[config.mk]
export PLATFORM = sky130hd
export DESIGN_NAME = conv_arbiter_flat
export DESIGN_NICKNAME = d
export VERILOG_FILES = /design/src/rtl/conv_arbiter_pkg.sv /design/src/rtl/conv_arbiter_if.sv /design/src/rtl/conv_arbiter_rr_pick.sv /design/src/rtl/conv_arbiter.sv /design/src/flat_wrapper.sv
export SDC_FILE = /design/constraint.sdc
export NUM_CORES = 1
export LEC_CHECK = 0
export ABC_CLOCK_PERIOD_IN_PS = 4300
export CAP_MARGIN = 20
export CORE_ASPECT_RATIO = 0.7
export CORE_MARGIN = 2
export CORE_UTILIZATION = 50
export CTS_BUF_LIST = sky130_fd_sc_hd__clkbuf_4 sky130_fd_sc_hd__clkbuf_8
export DETAILED_ROUTE_END_ITERATION = 12
export PLACE_DENSITY = 0.92
export SETUP_SLACK_MARGIN = 0.4
export SLEW_MARGIN = 30
export SYNTH_ARGS = -nofsm -noshare
export SYNTH_HDL_FRONTEND = slang
export SYNTH_SLANG_ARGS = --single-unit
[constraint.sdc]
create_clock -name clock -period 4.3 [get_ports clock]
set_input_delay 0.86 -clock clock [delete_from_list [all_inputs] [get_ports clock]]
set_output_delay 0.86 -clock clock [all_outputs]
set_load 0.005 [all_outputs]
[src/rtl/conv_arbiter_pkg.sv]
// Shared constants and FSM encoding for the two-client converter arbiter.
package conv_arbiter_pkg;
  localparam int DATA_W      = 8;
  localparam int NUM_CLIENTS = 2;

  typedef enum logic [1:0] {
    IDLE  = 2'd0,
    START = 2'd1,
    WAIT  = 2'd2
  } state_t;
endpackage

[src/rtl/conv_arbiter_if.sv]
// Client-side and converter-side soc/eoc/x signals of the arbiter.
interface conv_arbiter_if;
  import conv_arbiter_pkg::*;

  logic              soc0;
  logic              soc1;
  logic              eoc0;
  logic              eoc1;
  logic [DATA_W-1:0] x0;
  logic [DATA_W-1:0] x1;
  logic              soc;
  logic              eoc;
  logic [DATA_W-1:0] x;

  // Arbiter view.
  modport slave (
    input  soc0, soc1, eoc, x,
    output eoc0, eoc1, x0, x1, soc
  );

  // Environment view: clients plus the shared converter.
  modport master (
    output soc0, soc1, eoc, x,
    input  eoc0, eoc1, x0, x1, soc
  );
endinterface

[src/rtl/conv_arbiter_rr_pick.sv]
// Two-way round-robin pick: on a tie the client that was not served last wins.
module rr_pick
  import conv_arbiter_pkg::*;
(
  input  logic [NUM_CLIENTS-1:0] req,
  input  logic                   last,
  output logic                   valid,
  output logic                   gnt
);
  always_comb begin
    valid = |req;
    gnt   = 1'b0;
    if (&req) begin
      gnt = ~last;
    end else begin
      gnt = req[1];
    end
  end
endmodule

[src/rtl/conv_arbiter.sv]
// Shares one soc/eoc converter between two clients, each of which sees its own converter.
module conv_arbiter
  import conv_arbiter_pkg::*;
(
  input  logic           clock,
  input  logic           reset_,
  conv_arbiter_if.slave  bus
);
  state_t                 state_q;
  logic                   soc_q;
  logic [NUM_CLIENTS-1:0] eoc_q;
  logic [DATA_W-1:0]      x_q [NUM_CLIENTS];
  logic                   gnt_q;
  logic                   last_q;

  logic [NUM_CLIENTS-1:0] soc_in;
  logic [NUM_CLIENTS-1:0] req;
  logic                   pick_valid;
  logic                   pick_gnt;

  assign soc_in = {bus.soc1, bus.soc0};

  // A client may only request while it is not already being served.
  for (genvar gi = 0; gi < NUM_CLIENTS; gi++) begin : g_req
    assign req[gi] = soc_in[gi] & eoc_q[gi];
  end

  rr_pick u_pick (
    .req   (req),
    .last  (last_q),
    .valid (pick_valid),
    .gnt   (pick_gnt)
  );

  always_ff @(posedge clock) begin
    if (!reset_) begin
      state_q <= IDLE;
      soc_q   <= 1'b0;
      gnt_q   <= 1'b0;
      last_q  <= 1'b1;
      for (int i = 0; i < NUM_CLIENTS; i++) begin
        eoc_q[i] <= 1'b1;
        x_q[i]   <= '0;
      end
    end else begin
      case (state_q)
        IDLE: begin
          if (pick_valid) begin
            soc_q           <= 1'b1;
            eoc_q[pick_gnt] <= 1'b0;
            gnt_q           <= pick_gnt;
            last_q          <= pick_gnt;
            state_q         <= START;
          end
        end
        START: begin
          if (!bus.eoc) begin
            soc_q   <= 1'b0;
            state_q <= WAIT;
          end
        end
        WAIT: begin
          // Result is handed over only once the client has released its soc.
          if (bus.eoc && !soc_in[gnt_q]) begin
            x_q[gnt_q]   <= bus.x;
            eoc_q[gnt_q] <= 1'b1;
            state_q      <= IDLE;
          end
        end
        default: state_q <= IDLE;
      endcase
    end
  end

  assign bus.soc  = soc_q;
  assign bus.eoc0 = eoc_q[0];
  assign bus.eoc1 = eoc_q[1];
  assign bus.x0   = x_q[0];
  assign bus.x1   = x_q[1];
endmodule

[src/flat_wrapper.sv]
// flat-port wrapper written by rule: the top's interface ports become plain ports
module conv_arbiter_flat import conv_arbiter_pkg::*;
  (clock, reset_, bus_soc0, bus_soc1, bus_eoc, bus_x, bus_eoc0, bus_eoc1, bus_x0, bus_x1, bus_soc);
  conv_arbiter_if bus_i ();
  input  logic clock;
  input  logic reset_;
  input wire logic [$bits(bus_i.soc0)-1:0] bus_soc0;
  input wire logic [$bits(bus_i.soc1)-1:0] bus_soc1;
  input wire logic [$bits(bus_i.eoc)-1:0] bus_eoc;
  input wire logic [$bits(bus_i.x)-1:0] bus_x;
  output wire logic [$bits(bus_i.eoc0)-1:0] bus_eoc0;
  output wire logic [$bits(bus_i.eoc1)-1:0] bus_eoc1;
  output wire logic [$bits(bus_i.x0)-1:0] bus_x0;
  output wire logic [$bits(bus_i.x1)-1:0] bus_x1;
  output wire logic [$bits(bus_i.soc)-1:0] bus_soc;
  assign bus_i.soc0 = bus_soc0;
  assign bus_i.soc1 = bus_soc1;
  assign bus_i.eoc = bus_eoc;
  assign bus_i.x = bus_x;
  assign bus_eoc0 = bus_i.eoc0;
  assign bus_eoc1 = bus_i.eoc1;
  assign bus_x0 = bus_i.x0;
  assign bus_x1 = bus_i.x1;
  assign bus_soc = bus_i.soc;
  conv_arbiter u_core (.clock(clock), .reset_(reset_), .bus(bus_i));
endmodule
==> results.py, run 1 <==
metrics = {
    "job": {
        "max_cap_viol_count": 0,
    },
    "power_and_ir_drop": {
        "powerDensity_nw_per_um2": 326,
        "p_seq_share_pct": 61.5,
        "netSwitchingFraction_pct": 24.4,
        "pwr-share-clk_pct": 22.1,
        "p_leak_uw": 0.000538,
        "peakVddDrop_mv": 0.201,
        "internal-power_uw": 330,
        "p_sw_uw": 107,
        "combPwrFrac_pct": 16.4,
    },
    "floorplanning": {
        "start_util_pct": 53.0,
        "die_w_um": 57.0,
        "core_um2": 1850,
        "die_area_um2": 2340,
        "rows": 13,
        "die_y_um": 41.1,
        "io_pins": 32,
    },
    "route": {
        "wirelength_um": 1980,
        "vias_per_cell": 5.53,
        "wl_per_cell_um": 15.5,
        "antenna_left": 0,
        "drc_errors": 0,
        "route.vias.total": 708,
        "firstDrtPassIters": 4,
        "drtIter0Drc": 16,
    },
    "global_route": {
        "grt_pass1_wl_um": 3190,
        "grt_pass1_vias": 678,
        "grt_remaining_overflow": 0,
        "antenna_found_initial": 0,
        "grt.total_usage_pct": 19.7,
        "grt_start_max_net_pins": 14,
    },
    "synth": {
        "netlist.area_leader.share_pct": 48.9,
        "syn_inst": 74,
        "synth_top_cell_by_area": "edfxtp_1",
        "netlist_area_um2": 982,
        "avgSynthCellArea_um2": 13.3,
        "ys_seq_elements": 23,
        "yosysSeqAreaShare_pct": 63.2,
        "syn_nets": 87,
        "yosys_warnings": 0,
        "synth_cell_types": 28,
        "yosys-top-cells-area": "edfxtp_1, dfxtp_1, and3_1",
    },
    "worst_setup_path": {
        "arrival_ns": 2.17,
        "end_kind": "flip-flop",
        "timing.rr.end": "u_core.x_q[1][5]",
        "crit_fanout": 9,
        "crit_type": "in -> reg",
        "crit_path_start_kind": "primary input",
        "r2r_start": "u_core.gnt_q",
        "cp.required_ns": 4.25,
        "crit_path_start": "bus_eoc",
        "r2r_cells": 2,
        "crit_path_end": "u_core.x_q[1][5]",
        "r2r_slack_ns": 2.47,
    },
    "clocking": {
        "cts_buffer_depth": 2,
        "post_cts_buffers": 0,
        "clk_pin_slew_ns": 0.12,
        "cts_sinks": 23,
        "cts_hold_buf": 0,
        "insertion_delay_ns": 0.31,
        "cts_tree": "yes",
        "htreeDepth": 1,
        "cts_resized": 0,
        "cts_buffers": 3,
        "clockRootBuffer": "clkbuf_4",
    },
    "placement": {
        "place_congestion": 0.839,
        "hpwl_um": 1480,
        "io_buffers": 31,
        "dpl_cell_area_um2": 1310,
    },
    "sta": {
        "timing.fmax_ghz": 0.451,
        "setup_tns_ns": 0,
        "whs_ns": 0.528,
        "rsz0062_at_grt": "no",
        "setup_violations": 0,
        "max-slew-margin-rel_pct": 50.1,
        "worstMarginPinSlew_ns": 0.743,
        "final.setup_skew_ns": 0.00423,
        "drv_slew": 0,
        "hold_viol_final": 0,
        "period_needed_ns": 2.22,
        "fin_crit_sh_pct": 51.6,
    },
    "finish": {
        "area_delta_synth_final_pct": 36.1,
        "diodes": 0,
        "fin_nets": 120,
        "fin_area_um2": 1340,
        "drive_gt1_share_pct": 8.49,
        "final_cell_mix": "clkdlybuf4s50_1, edfxtp_1, and3_1",
        "final_common_cell": "clkdlybuf4s50_1",
    },
    "outcome": {
        "outcome": "finished clean",
    },
    "hold_path": {
        "hold_class": "reg -> reg",
    },
}
[registers in the layout, summed over array words and instances (netlist names)]
register / cells
u_core.gnt_q: 1
u_core.bus.soc: 1
u_core.eoc_q: 2
u_core.x_q: 16
u_core.state_q: 2
u_core.last_q: 1
[stage by stage]
stage               total power (µW)  std cells  utilization [%]  worst slack, ns
floorplan                        303         74                -             2.20
global placement                 340        124             70.6             1.82
detailed placement               344        124             70.6             1.76
CTS                              439        128             72.1             2.10
global route                     460        128             72.1             2.02
finish                           436        128             72.1             2.08
[power groups by stage]
| stage | Clock, µW | Combinational [µW] | Sequential, µW |
|---|---|---|---|
| detailed placement | 0 | 71.6 | 273 |
| finish | 96.4 | 71.7 | 268 |
| global route | 111 | 78.3 | 271 |
| CTS | 98.8 | 72.0 | 268 |
| floorplan | 0 | 37.8 | 265 |
| global placement | 0 | 68.3 | 271 |
[Yosys cell counts]
master and n:
a2bb2oi_1 1, o211ai_1 1, o21ai_1 1, nor3_4 1, inv_1 1, o211a_1 1, edfxtp_1 16, nand3b_4 1
nand3b_1 2, nor4_4 1, o32ai_1 1, o21ai_0 2, dfxtp_1 7, buf_2 3, o21a_1 1, mux2_4 1
nand2_1 4, and3b_1 1, or2b_1 1, and2_1 8, and3_1 9, o31ai_1 2, a21o_1 1, nor2_1 3
nor4_1 1, a22oi_1 1, o31a_1 1, clkbuf_1 1
[kinds of logic after synthesis]
kind of cell / Yosys count / synth area share, %
buffers and inverters: 5 / 2.29
flip-flops: 23 / 63.2
multiplexers: 1 / 1.53
AND/OR/NAND/NOR: 32 / 23.2
AO/OA/AOI/OAI: 13 / 9.81
[routing by layer]
| metal | part of all wire (%) | up-vias | track usage (%) |
|---|---|---|---|
| li1 | - | 341 | - |
| met1 | 42 | 338 | 23.5 |
| met2 | 49 | 25 | 32.5 |
| met3 | 7.7 | 4 | 8.20 |
| met4 | 1.1 | 0 | 8.14 |
| met5 | 0 | - | 0 |
[area by class of cell]
cell class	count	area, µm²
Multi-Input combinational cell	46	339
Tap cell	22	27.5
Clock inverter	1	5.00
Fill cell	142	518
Timing Repair Buffer	32	318
Sequential cell	23	621
Inverter	1	3.75
Clock buffer	3	22.5
[worst max-delay path, stage by stage]
cell and delay (ns):
clkdlybuf4s50_1 0.54, nand3b_1 0.13, o21ai_1 0.63
[worst min-delay path by stage]
stage	endpoint	cells after the start	startpoint	slack [ns]
CTS	u_core.eoc_q[0]	1	u_core.eoc_q[0]	0.53
floorplan	u_core.last_q	2	u_core.last_q	0.47
global placement	u_core.eoc_q[0]	1	u_core.eoc_q[0]	0.49
finish	u_core.eoc_q[0]	1	u_core.eoc_q[0]	0.53
global route	u_core.eoc_q[1]	1	u_core.eoc_q[1]	0.56
detailed placement	u_core.eoc_q[0]	1	u_core.eoc_q[0]	0.50
Note: power is estimated with default switching activity, not from simulation.
==> run 2, diff against run 1 <==
Settings changed: ABC_CLOCK_PERIOD_IN_PS 4300 to 1950, CORE_UTILIZATION 50 to 42, PLACE_DENSITY 0.92 to 0.83.
Clock period 4.3 ns to 1.95 ns, I/O delays scaled along.
==> results.py, run 2 (synthesized netlist as in run 1, its figures left out) <==
metrics = {
    "sta": {
        "rsz0062_at_grt": "no",
        "period_needed_ns": 1.46,
        "setup_tns_ns": 0,
        "drv_slew": 0,
        "whs_ns": 0.540,
        "worstMarginPinSlew_ns": 0.378,
        "setup_violations": 0,
        "hold_viol_final": 0,
        "timing.fmax_ghz": 0.684,
        "max-slew-margin-rel_pct": 74.6,
        "fin_crit_sh_pct": 75.0,
        "final.setup_skew_ns": 0.00234,
    },
    "worst_setup_path": {
        "crit_fanout": 13,
        "arrival_ns": 1.65,
        "cp.required_ns": 2.14,
        "cpPeakStageDelay_ns": 0.51,
        "end_kind": "flip-flop",
        "cp_cell_sequence": "mux2_4, nor3_4, and3_1",
        "crit_slowest_cell": "dfxtp_2",
        "crit_path_start_kind": "flip-flop",
        "crit_type": "reg -> reg",
    },
    "global_route": {
        "grt.total_usage_pct": 17.6,
        "grt_remaining_overflow": 0,
        "grt_start_max_net_pins": 14,
        "grt_pass1_vias": 732,
        "grt_pass1_wl_um": 3460,
        "antenna_found_initial": 0,
    },
    "clocking": {
        "cts_buffers": 3,
        "cts_sinks": 23,
        "htreeDepth": 1,
        "cts_buffer_depth": 2,
        "cts_tree": "yes",
        "insertion_delay_ns": 0.32,
        "clk_pin_slew_ns": 0.13,
        "clockRootBuffer": "clkbuf_4",
    },
    "route": {
        "drc_errors": 0,
        "route.vias.total": 724,
        "firstDrtPassIters": 4,
        "vias_per_cell": 4.99,
        "antenna_left": 0,
        "wl_per_cell_um": 14.6,
        "wirelength_um": 2120,
        "drtIter0Drc": 12,
    },
    "finish": {
        "top_register": "u_core.x_q",
        "top_regs": "u_core.x_q (16), u_core.eoc_q (2), u_core.state_q (2)",
        "fin_nets": 127,
        "drive_gt1_share_pct": 20.4,
        "largest_reg_flops": 16,
        "final_common_cell": "edfxtp_1",
        "final_cell_mix": "edfxtp_1, dlygate4sd2_1, clkdlybuf4s50_1",
        "diodes": 0,
        "area_delta_synth_final_pct": 43.9,
    },
    "hold_path": {
        "hold_class": "reg -> reg",
    },
    "placement": {
        "io_buffers": 31,
        "place_congestion": 0.834,
        "hpwl_um": 1470,
    },
    "floorplanning": {
        "die_area_um2": 2750,
        "start_util_pct": 44.9,
        "die_y_um": 44.5,
        "io_pins": 32,
        "core_um2": 2190,
        "rows": 14,
        "die_w_um": 61.8,
    },
    "job": {
        "max_cap_viol_count": 0,
    },
    "power_and_ir_drop": {
        "peakVddDrop_mv": 0.594,
        "powerDensity_nw_per_um2": 699,
        "p_leak_uw": 0.000659,
    },
    "outcome": {
        "outcome": "finished clean",
    },
}
[run 2: per-stage QoR]
| stage | std cells | instance area (µm²) | util [%] | worst slack, ns | power (µW) |
|---|---|---|---|---|---|
| final | 145 | 1410 | 64.6 | 0.488 | 989 |
| after global routing | 145 | 1410 | 64.6 | 0.410 | 1040 |
| after CTS | 145 | 1390 | 63.7 | 0.392 | 988 |
| after detailed placement | 138 | 1360 | 61.9 | 0.144 | 763 |
| after global placement | 138 | 1360 | 61.9 | 0.174 | 756 |
| after floorplan | 74 | 987 | - | 0.458 | 668 |
[run 2: layer usage]
metal,track usage (%),up-vias,wire (µm)
met5,0,-,0
met4,5.53,0,17
met3,6.73,2,175
met2,27.4,28,997
met1,22.8,335,933
li1,-,359,-
[run 2: path summary, 6_finish.rpt]
| check | start | end | slack (ns) | cells after the start |
|---|---|---|---|---|
| setup / recovery | u_core.gnt_q | u_core.x_q[1][0] | 0.49 | 3 |
| hold / removal | u_core.last_q | u_core.last_q | 0.54 | 2 |
| setup reg to reg | u_core.gnt_q | u_core.x_q[1][0] | 0.49 | 3 |
| hold reg to reg | u_core.last_q | u_core.last_q | 0.54 | 2 |
[run 2: critical path: cells and delay by family, from the launching register on]
family / cells / cell delay, ns
and+or+nand+nor: 2 / 0.48
muxes: 1 / 0.35
DFF: 1 / 0.51
[run 2: repair_timing]
item,CTS,global route
setup endpoints to repair,23,15
resized for setup,18,7
endpoints found under the hold margin,0,0
hold buffers,0,0
pin swaps,0,1
buffers inserted,3,0
[run 2: cell type report]
cell class,instances,area [µm²]
Fill cell,180,776
Sequential cell,23,627
Timing Repair Buffer,39,365
Multi-Input combinational cell,46,350
Tap cell,32,40.0
Clock buffer,3,22.5
Clock inverter,1,5.00
Inverter,1,3.75
[run 2: power breakdown]
part           switching, µW  internal, µW  leakage (µW)
logic                   68.4           101      0.000418
clock network            151          76.9     0.0000177
registers               34.6           556      0.000224
